[src/rtl/shift_register_parallel_load_serial_out_if.sv]
// rtl/shift_register_parallel_load_serial_out_if.sv - load and serial-stream signal bundle for the serializer
interface shift_register_parallel_load_serial_out_if #(
   parameter int W = 16
);
   logic         load_valid;
   logic [W-1:0] inp_reg;
   logic         load_ready;
   logic         shift_enable;
   logic         serial_out;
   logic         serial_valid;
   logic         last_bit;
   logic         busy;
   logic         done;

   modport master (
      output load_valid, inp_reg, shift_enable,
      input  load_ready, serial_out, serial_valid, last_bit, busy, done
   );

   modport slave (
      input  load_valid, inp_reg, shift_enable,
      output load_ready, serial_out, serial_valid, last_bit, busy, done
   );
endinterface

[src/rtl/shift_register_parallel_load_serial_out.sv]
// rtl/shift_register_parallel_load_serial_out.sv - parallel-load, serial-out shift register with IDLE/SHIFT/DONE control
module shift_register_parallel_load_serial_out #(
   parameter int W         = 16,
   parameter bit MSB_FIRST = 1'b1
) (
   input  logic                                  clk,
   input  logic                                  reset_asynchronous,
   shift_register_parallel_load_serial_out_if.slave bus
);
   localparam int            CW       = (W > 1) ? $clog2(W) : 1;
   localparam logic [CW-1:0] LAST_CNT = CW'(W - 1);

   typedef enum logic [1:0] {
      IDLE  = 2'd0,
      SHIFT = 2'd1,
      DONE  = 2'd2
   } state_t;

   state_t        state_q, state_d;
   logic [W-1:0]  sr_q, sr_d;
   logic [CW-1:0] cnt_q, cnt_d;
   logic          at_last;
   logic          out_bit;

   always_ff @(posedge clk or posedge reset_asynchronous) begin
      if (reset_asynchronous) begin
         state_q <= IDLE;
         sr_q    <= '0;
         cnt_q   <= '0;
      end else begin
         state_q <= state_d;
         sr_q    <= sr_d;
         cnt_q   <= cnt_d;
      end
   end

   assign at_last = (cnt_q == LAST_CNT);

   always_comb begin
      state_d = state_q;
      sr_d    = sr_q;
      cnt_d   = cnt_q;
      case (state_q)
         IDLE: begin
            if (bus.load_valid) begin
               sr_d    = bus.inp_reg;
               cnt_d   = '0;
               state_d = SHIFT;
            end
         end
         SHIFT: begin
            // Vacated positions fill with zero; stalled cycles leave everything untouched.
            if (bus.shift_enable) begin
               sr_d  = MSB_FIRST ? (sr_q << 1) : (sr_q >> 1);
               cnt_d = cnt_q + CW'(1);
               if (at_last) begin
                  state_d = DONE;
               end
            end
         end
         DONE: begin
            state_d = IDLE;
         end
         default: begin
            state_d = IDLE;
         end
      endcase
   end

   // All outputs decode from registered state so reset reaches them without a clock.
   assign out_bit          = MSB_FIRST ? sr_q[W-1] : sr_q[0];
   assign bus.load_ready   = (state_q == IDLE);
   assign bus.serial_valid = (state_q == SHIFT);
   assign bus.serial_out   = (state_q == SHIFT) && out_bit;
   assign bus.last_bit     = (state_q == SHIFT) && at_last;
   assign bus.busy         = (state_q != IDLE);
   assign bus.done         = (state_q == DONE);
endmodule

[src/flat_wrapper.sv]
// flat-port wrapper written by rule: the top's interface ports become plain ports
module shift_register_parallel_load_serial_out_flat 
#(
   parameter int W         = 16,
   parameter bit MSB_FIRST = 1'b1
)
  (clk, reset_asynchronous, bus_load_valid, bus_inp_reg, bus_shift_enable, bus_load_ready, bus_serial_out, bus_serial_valid, bus_last_bit, bus_busy, bus_done);
  shift_register_parallel_load_serial_out_if #(.W(W)) bus_i ();
  input  logic clk;
  input  logic reset_asynchronous;
  input wire logic [$bits(bus_i.load_valid)-1:0] bus_load_valid;
  input wire logic [$bits(bus_i.inp_reg)-1:0] bus_inp_reg;
  input wire logic [$bits(bus_i.shift_enable)-1:0] bus_shift_enable;
  output wire logic [$bits(bus_i.load_ready)-1:0] bus_load_ready;
  output wire logic [$bits(bus_i.serial_out)-1:0] bus_serial_out;
  output wire logic [$bits(bus_i.serial_valid)-1:0] bus_serial_valid;
  output wire logic [$bits(bus_i.last_bit)-1:0] bus_last_bit;
  output wire logic [$bits(bus_i.busy)-1:0] bus_busy;
  output wire logic [$bits(bus_i.done)-1:0] bus_done;
  assign bus_i.load_valid = bus_load_valid;
  assign bus_i.inp_reg = bus_inp_reg;
  assign bus_i.shift_enable = bus_shift_enable;
  assign bus_load_ready = bus_i.load_ready;
  assign bus_serial_out = bus_i.serial_out;
  assign bus_serial_valid = bus_i.serial_valid;
  assign bus_last_bit = bus_i.last_bit;
  assign bus_busy = bus_i.busy;
  assign bus_done = bus_i.done;
  shift_register_parallel_load_serial_out #(.W(W), .MSB_FIRST(MSB_FIRST)) u_core (.clk(clk), .reset_asynchronous(reset_asynchronous), .bus(bus_i));
endmodule
[config.mk]
export PLATFORM = sky130hd
export DESIGN_NAME = shift_register_parallel_load_serial_out_flat
export DESIGN_NICKNAME = d
export VERILOG_FILES = /design/src/rtl/shift_register_parallel_load_serial_out_if.sv /design/src/rtl/shift_register_parallel_load_serial_out.sv /design/src/flat_wrapper.sv
export SDC_FILE = /design/constraint.sdc
export NUM_CORES = 1
export LEC_CHECK = 0
export ABC_AREA = 1
export ABC_CLOCK_PERIOD_IN_PS = 2350
export CAP_MARGIN = 20
export CORE_MARGIN = 4
export CORE_UTILIZATION = 40
export CTS_CLUSTER_SIZE = 30
export DETAILED_ROUTE_END_ITERATION = 12
export PLACE_DENSITY = 0.66
export REMOVE_ABC_BUFFERS = 1
export SYNTH_ARGS = -nofsm -noshare
export SYNTH_HDL_FRONTEND = slang
export SYNTH_SLANG_ARGS = --single-unit
[constraint.sdc]
create_clock -name clk -period 2.35 [get_ports clk]
set_input_delay 0.47 -clock clk [delete_from_list [all_inputs] [get_ports clk]]
set_output_delay 0.47 -clock clk [all_outputs]
set_load 0.02 [all_outputs]
==> results.py, run 1 <==
metrics = {
    "routing": {
        "drtAntennaViolNets": 0,
        "vias_per_cell": 4.68,
        "dr.pass1.iters": 6,
        "wirelength_mm": 2.37,
        "drt-initial-drc-count": 31,
        "avgRoutedWirePerCell_um": 10.7,
        "drt_drc_violations_left": 0,
        "routed-via-count": 1040,
    },
    "setup_path": {
        "cp-start-kind": "register",
        "crit_type": "register to output port",
        "critical_path_required_ps": 1880,
        "path_max_fanout": 22,
        "cp_endpoint_kind": "output port",
        "timing.critical_path.arrival_ps": 1780,
    },
    "placed_design": {
        "place.detailed.hpwl_mm": 1.69,
        "placed_cell_area_mm2": 0.00143,
        "placed_instances": 217,
        "buffer_ports.inserted": 25,
        "gp_routability_congestion": 0.727,
    },
    "cells_and_area": {
        "antenna_cells": 0,
        "area_overhead_vs_synth_pct": 27.2,
        "fin_area_mm2": 0.00146,
        "number_of_non_filler_instances_in_the_completed_layout": 222,
        "final_net_count": 214,
        "final_util": 0.530,
        "mostFrequentLayoutCell": "nand2_1",
        "most-common-layout-cells": "102 x nand2_1, 25 x clkdlybuf4s50_1, 22 x dfrtp_1",
        "drive_above_1_share": 0.0942,
    },
    "die": {
        "placementRows": 19,
        "floorplan.die_area_mm2": 0.00380,
        "die_y_um": 61.6,
        "core_area_mm2": 0.00276,
        "initial_standard_cell_utilization_of_the_core": 0.417,
        "floorplan.die.width_um": 61.6,
        "top_level_ports": 26,
    },
    "power": {
        "power.ir.vdd_worst_uv": 546,
        "total_leakage_power_nw": 0.799,
        "post-layout-total-power_w": 0.00146,
        "power_density_mw_per_mm2": 998,
    },
    "run_status": {
        "status": "finished, final reports clean",
    },
    "logic_synthesis": {
        "syn-cell-area_mm2": 0.00115,
        "post-synth-top-area-fraction": 0.479,
        "synthDistinctLibCells": 19,
        "cells_after_synthesis": 163,
        "synthDominantAreaCellType": "dfrtp_1",
        "total_number_of_yosys_warnings": 0,
        "yosys-top-cells-area": "dfrtp_1 48%, nand2_1 33%, inv_1 2.3%",
        "syn_area_per_cell_um2": 7.05,
        "yosysSeqAreaShare": 0.479,
        "yosys_register_bits": 22,
    },
    "clock_tree": {
        "cts_buffer_depth": 2,
        "cts.reportedPaths.clkPinSlew_ps": 110,
        "post_cts_resized": 0,
        "cts_root_buffer": "clkbuf_4",
        "cts_tree": "done",
        "h-tree-depth": 1,
        "clk-insertion-delay-late_ps": 290,
        "cts_inserted_buffers": 3,
        "clock_sinks": 22,
    },
    "sta": {
        "fin_tns_setup_ps": 0,
        "setup_repair_after_global_routing_missed_its_margin": "false",
        "timing.fmax_ghz": 0.445,
        "final-hold-violation-count": 0,
        "setup_viol_count_final": 0,
        "final_skew_ps": 2.71,
        "fin_crit_ps": 2250,
        "timing.final.crit_share": 0.957,
        "max_slew.worst_pin.slew_ps": 282,
        "maxSlewHeadroom": 0.812,
        "final-max-slew-violation-count": 0,
    },
    "grt": {
        "first_global_vias": 961,
        "antenna_violations_before_repair": 0,
        "grt_first_pass_wirelength_mm": 4.03,
        "grt_max_degree": 23,
        "gr-total-overflow": 0,
        "grt_usage": 0.142,
    },
    "run": {
        "timing.max_cap.violations": 0,
    },
    "worst_hold_path": {
        "hold_class": "register to register",
    },
}
## cell usage after synthesis, drive strengths merged
| library cell | number |
|---|---|
| buf | 6 |
| dfrtp | 22 |
| ha | 1 |
| inv | 10 |
| nand2 | 104 |
| nand3 | 6 |
| nand4 | 1 |
| nor2 | 6 |
| nor3 | 1 |
| o21ai | 5 |
| or2 | 1 |
## final cells by class
cell class                 instances  area (um2)
clock buffer                       3        22.5
multi-input combinational        125         518
timing repair buffer              31         295
sequential                        22         551
tap                               31        38.8
fill                             287        1290
inverter                          10        37.5
## stage by stage
stage	worst slack [ps]	hold slack, ps
floorplan	515	449
global placement	450	463
detailed placement	426	465
CTS	73.6	491
global route	4.10	514
finish	101	492
## worst max-delay path, cell delays in order (launching register included)
cell and delay, ps:
dfrtp_1 440, nor2_4 140, buf_4 260, clkdlybuf4s50_1 650
## sequential cells by signal (all words and copies together), names as in the netlist
name / cells
u_core.state_q: 2
u_core.cnt_q: 4
u_core.sr_q: 16
## power breakdown
group / total [W] / switching, W / internal [W]
Sequential: 0.000644 / 0.000105 / 0.000539
Clock: 0.000165 / 0.000105 / 0.0000596
Combinational: 0.000651 / 0.000367 / 0.000285
Total: 0.00146 / 0.000576 / 0.000883
## kinds of logic after synthesis
kind of cell,synth area share
AO/OA/AOI/OAI,0.0218
adder cells (fa/ha/maj),0.0109
AND/OR/NAND/NOR,0.418
buffers and inverters,0.0707
flip-flops,0.479
## layer usage
layer / wire length [um] / global-route usage / vias to the layer above
met5: 0 / 0 / -
met4: 7 / 0.0455 / 0
met3: 122 / 0.0273 / 2
met2: 1080 / 0.230 / 31
met1: 1160 / 0.190 / 460
li1: - / - / 547
## worst paths after layout
kind	slack, ps	cells after the start	to	startpoint
worst max-delay path	100	3	bus_serial_valid	u_core.state_q[1]
worst min-delay path	490	2	u_core.sr_q[8]	u_core.sr_q[8]
worst max register to register	770	7	u_core.sr_q[7]	u_core.state_q[1]
worst min register to register	490	2	u_core.sr_q[8]	u_core.sr_q[8]
max in group asynchronous	1640	3	u_core.sr_q[10]	reset_asynchronous
min in group asynchronous	500	3	u_core.state_q[1]	reset_asynchronous
## repair_timing
action / 4_1_cts / 5_1_grt
setup buffers: 0 / 2
endpoints found under the setup margin: 0 / 1
hold buffers: 0 / 0
(Power assumes the default switching activity.)
==> run 2: changes to the inputs <==
Settings changed: SETUP_SLACK_MARGIN set to 0.2, SKIP_CTS_REPAIR_TIMING set to 1.
==> results.py, run 2 (same netlist as run 1, synthesis figures left out) <==
metrics = {
    "worst_hold_path": {
        "hold_class": "register to register",
        "worst_hold_path.num_cells": 2,
        "worst_hold_startpoint": "u_core.sr_q[8]",
        "worst_hold_path.endpoint": "u_core.sr_q[8]",
    },
    "placed_design": {
        "buffer_ports.inserted": 25,
        "gp_routability_congestion": 0.727,
        "placed_instances": 217,
        "place.detailed.hpwl_mm": 1.69,
    },
    "routing": {
        "wirelength_mm": 2.36,
        "avgRoutedWirePerCell_um": 10.6,
        "drt_drc_violations_left": 0,
        "routed-via-count": 1031,
        "dr.pass1.iters": 6,
        "topRoutingLayerUsed": "met4",
        "drt-initial-drc-count": 31,
        "detailroute.wirelength.met2_mm": 1.08,
        "vias_per_cell": 4.64,
        "drt-met1-wl_mm": 1.16,
        "drtAntennaViolNets": 0,
        "route.met3.wl_um": 115,
    },
    "sta": {
        "max_slew.worst_pin.slew_ps": 282,
        "final-hold-violation-count": 0,
        "setup_viol_count_final": 0,
        "final_skew_ps": 2.61,
        "setup_repair_after_global_routing_missed_its_margin": "true",
        "maxSlewHeadroom": 0.812,
        "fin_crit_ps": 2220,
        "timing.fmax_ghz": 0.451,
        "timing.final.crit_share": 0.944,
        "fin_tns_setup_ps": 0,
        "final-max-slew-violation-count": 0,
    },
    "power": {
        "power.ir.vdd_worst_uv": 544,
        "total_leakage_power_nw": 0.816,
        "power_density_mw_per_mm2": 991,
    },
    "setup_path": {
        "crit_type": "register to output port",
        "cp-start-kind": "register",
        "path_max_fanout": 4,
        "cp_endpoint_kind": "output port",
        "rr_worst_depth": 8,
        "worstReg2RegEnd": "u_core.sr_q[3]",
        "critical_path_required_ps": 1880,
        "timing.critical_path.arrival_ps": 1750,
        "worst_reg2reg_setup_slack_ps": 780,
        "origin_of_the_critical_flop_to_flop_path": "u_core.state_q[0]",
    },
    "cells_and_area": {
        "drive_above_1_share": 0.0942,
        "number_of_non_filler_instances_in_the_completed_layout": 222,
        "mostFrequentLayoutCell": "nand2_1",
        "regMostFlops": "u_core.sr_q",
        "area_overhead_vs_synth_pct": 27.6,
        "final_net_count": 214,
        "largestRegisters": "u_core.sr_q x16, u_core.cnt_q x4, u_core.state_q x2",
        "flip_flop_count_of_the_largest_register_after_layout": 16,
        "most-common-layout-cells": "102 x nand2_1, 23 x clkdlybuf4s50_1, 22 x dfrtp_1",
        "antenna_cells": 0,
    },
    "grt": {
        "antenna_violations_before_repair": 0,
        "first_global_vias": 961,
        "gr-total-overflow": 0,
        "grt_usage": 0.142,
        "grt_max_degree": 23,
        "grt_first_pass_wirelength_mm": 4.03,
    },
    "clock_tree": {
        "cts_buffer_depth": 2,
        "cts_root_buffer": "clkbuf_4",
        "clock_sinks": 22,
        "cts.reportedPaths.clkPinSlew_ps": 110,
        "cts_inserted_buffers": 3,
        "h-tree-depth": 1,
        "clk-insertion-delay-late_ps": 290,
        "cts_tree": "done",
    },
    "die": {
        "placementRows": 19,
        "die_y_um": 61.6,
        "floorplan.die_area_mm2": 0.00380,
        "initial_standard_cell_utilization_of_the_core": 0.417,
        "top_level_ports": 26,
        "floorplan.die.width_um": 61.6,
        "core_area_mm2": 0.00276,
    },
    "run": {
        "timing.max_cap.violations": 0,
    },
    "run_status": {
        "status": "finished, final reports clean",
    },
}
-- run 2: cell types whose count changed in the layout (fill, tap and decap cells not counted), sizes merged --
cell / before / now
clkdlybuf4s50: 25 / 23
dlymetal6s2s: 0 / 2
-- run 2: routing by layer --
metal	GRT usage	vias to the layer above
met3	0.0273	2
met4	0.0455	0
met2	0.230	23
met1	0.190	459
met5	0	-
li1	-	547
-- run 2: how the worst max path moves through the flow --
| stage | from | endpoint | slack, ps | cells after the start |
|---|---|---|---|---|
| finish | u_core.cnt_q[1] | bus_last_bit | 130 | 4 |
| global route | u_core.cnt_q[1] | bus_last_bit | 20 | 4 |
| CTS | u_core.state_q[1] | bus_serial_valid | 70 | 3 |
| detailed placement | u_core.state_q[1] | bus_serial_valid | 430 | 3 |
| global placement | u_core.state_q[1] | bus_serial_valid | 450 | 3 |
| floorplan | u_core.state_q[1] | bus_last_bit | 520 | 3 |
-- run 2: through the flow --
stage                     power, W  setup slack (ps)  instance area, um2  hold WS, ps   util
after floorplan            0.00107               515                1110          449      -
after global placement     0.00126               450                1430          463  0.517
after detailed placement   0.00128               426                1430          465  0.517
after CTS                  0.00145              73.6                1450          491  0.525
after global routing       0.00161              19.0                1470          514  0.532
final                      0.00146               132                1470          492  0.532
-- run 2: layout make-up --
type                       count  area (um2)
timing repair buffer          31         300
sequential                    22         551
inverter                      10        37.5
clock buffer                   3        22.5
tap                           31        38.8
fill                         286        1290
multi-input combinational    125         518
-- run 2: critical path: stages (launching register included) --
cell             delay, ps
dfrtp_1                410
ha_1                   200
nand3_1                120
nor2_1                 120
clkdlybuf4s50_1        600
-- run 2: report_power, final --
group          total [W]  leakage [nW]  internal [W]  switching (W)
clock network   0.000165        0.0138     0.0000596       0.000105
registers       0.000644         0.286      0.000539       0.000105
logic           0.000646         0.516      0.000282       0.000364
==> run 3: changes to the inputs <==
Settings changed: CORE_UTILIZATION 40 to 25, PLACE_DENSITY 0.66 to unset.
==> results.py, run 3 (same netlist as run 1, synthesis figures left out) <==
metrics = {
    "sta": {
        "setup_repair_after_global_routing_missed_its_margin": "false",
        "finalHoldWorstSlack_ps": 483,
        "final_skew_ps": 1.10,
        "max_slew.worst_pin.slew_ps": 288,
        "final-max-slew-violation-count": 0,
        "setup_viol_count_final": 0,
        "fin_crit_ps": 2060,
        "final-hold-violation-count": 0,
        "timing.final.crit_share": 0.878,
        "maxSlewHeadroom": 0.808,
        "timing.fmax_ghz": 0.485,
        "fin_tns_setup_ps": 0,
    },
    "cells_and_area": {
        "final_util": 0.339,
        "flip_flop_count_of_the_largest_register_after_layout": 16,
        "regMostFlops": "u_core.sr_q",
        "multi_input_logic_area_um2": 518,
        "mostFrequentLayoutCell": "nand2_1",
        "antenna_cells": 0,
        "final_net_count": 212,
        "area_overhead_vs_synth_pct": 30.3,
        "drive_above_1_share": 0.0847,
        "sequential_cell_area_um2": 551,
        "nFillCells": 481,
        "largestRegisters": "u_core.sr_q x16, u_core.cnt_q x4, u_core.state_q x2",
        "most-common-layout-cells": "102 x nand2_1, 23 x clkdlybuf4s50_1, 22 x dfrtp_1",
    },
    "grt": {
        "antenna_violations_before_repair": 0,
        "grt_use_met2": 0.142,
        "first_global_vias": 910,
        "grt_usage": 0.0926,
        "global_route.usage.met1": 0.125,
        "gr-total-overflow": 0,
        "grt_busiest_layer": "met2",
        "grt_max_degree": 23,
        "grt.met3_usage": 0.0317,
        "grt_first_pass_wirelength_mm": 4.05,
    },
    "clock_tree": {
        "clock_sinks": 22,
        "cts_tree": "done",
        "cts_buffer_depth": 2,
        "cts_root_buffer": "clkbuf_8",
        "cts.reportedPaths.clkPinSlew_ps": 70,
        "clk-insertion-delay-late_ps": 260,
        "h-tree-depth": 1,
        "cts_inserted_buffers": 3,
    },
    "die": {
        "core_area_mm2": 0.00441,
        "floorplan.die.width_um": 75.8,
        "top_level_ports": 26,
        "initial_standard_cell_utilization_of_the_core": 0.260,
        "die_y_um": 75.8,
        "placementRows": 24,
        "floorplan.die_area_mm2": 0.00575,
    },
    "power": {
        "post-layout-total-power_w": 0.00149,
        "total_leakage_power_nw": 0.817,
        "power_density_mw_per_mm2": 996,
        "power.ir.vdd_worst_uv": 361,
    },
    "routing": {
        "dr.pass1.iters": 4,
        "drt_drc_violations_left": 0,
        "routed-via-count": 1007,
        "drt-initial-drc-count": 78,
        "drtAntennaViolNets": 0,
        "vias_per_cell": 4.18,
        "avgRoutedWirePerCell_um": 10.2,
        "wirelength_mm": 2.47,
    },
    "setup_path": {
        "path_max_fanout": 9,
        "critical_path_required_ps": 1880,
        "crit_type": "register to output port",
        "worst_reg2reg_setup_slack_ps": 800,
        "cp-start-kind": "register",
        "critical-path-max-stage-delay_ps": 600,
        "origin_of_the_critical_flop_to_flop_path": "u_core.state_q[0]",
        "worst_setup_path_startpoint": "u_core.state_q[1]",
        "timing.critical_path.arrival_ps": 1590,
        "path_cells": "nor2_4, inv_2, nor2_1, clkdlybuf4s50_1",
        "cpMaxStageDelayCell": "clkdlybuf4s50_1",
        "cp_endpoint_kind": "output port",
    },
    "worst_hold_path": {
        "worst_hold_startpoint": "u_core.sr_q[1]",
        "hold_class": "register to register",
    },
    "placed_design": {
        "gp_routability_congestion": 0.754,
        "place.detailed.hpwl_mm": 1.74,
        "buffer_ports.inserted": 25,
    },
    "run_status": {
        "status": "finished, final reports clean",
    },
    "run": {
        "timing.max_cap.violations": 0,
    },
}
-- run 3: metrics by stage --
step / instances / instance area (um2) / setup WS (ps)
final: 241 / 1500 / 287
after global routing: 241 / 1500 / 216
after CTS: 241 / 1490 / 122
after detailed placement: 238 / 1450 / 417
after global placement: 238 / 1450 / 438
after floorplan: 157 / 1110 / 515
-- run 3: layer usage --
| layer | routed length (um) | vias to the layer above |
|---|---|---|
| li1 | - | 541 |
| met1 | 1230 | 442 |
| met2 | 1070 | 22 |
| met3 | 159 | 2 |
| met4 | 14 | 0 |
| met5 | 0 | - |
-- run 3: critical path: cells and delay by family (launching register included) --
family / cells / cell delay (ps)
buffers and inverters: 2 / 690
flip-flops: 1 / 430
AND/OR/NAND/NOR: 2 / 220
-- run 3: final cells by class --
cell class                      instances  area share
Inverter                               10      0.0251
Clock buffer                            3      0.0276
Timing Repair Buffer                   29       0.190
Sequential cell                        22       0.368
Multi-Input combinational cell        125       0.346
Tap cell                               52      0.0434
-- run 3: power by group --
group	total [W]	leakage (nW)	internal, W	switching, W
clock	0.000228	0.0216	0.000114	0.000113
sequential	0.000643	0.286	0.000540	0.000103
combinational	0.000621	0.509	0.000264	0.000358
-- run 3: final timing paths --
| path | cells past startpoint | end |
|---|---|---|
| max reg2reg | 8 | u_core.sr_q[6] |
| min | 2 | u_core.sr_q[1] |
| max | 4 | bus_serial_out |
| max in group asynchronous | 3 | u_core.sr_q[9] |
| min reg2reg | 2 | u_core.sr_q[1] |
| min in group asynchronous | 3 | u_core.cnt_q[1] |
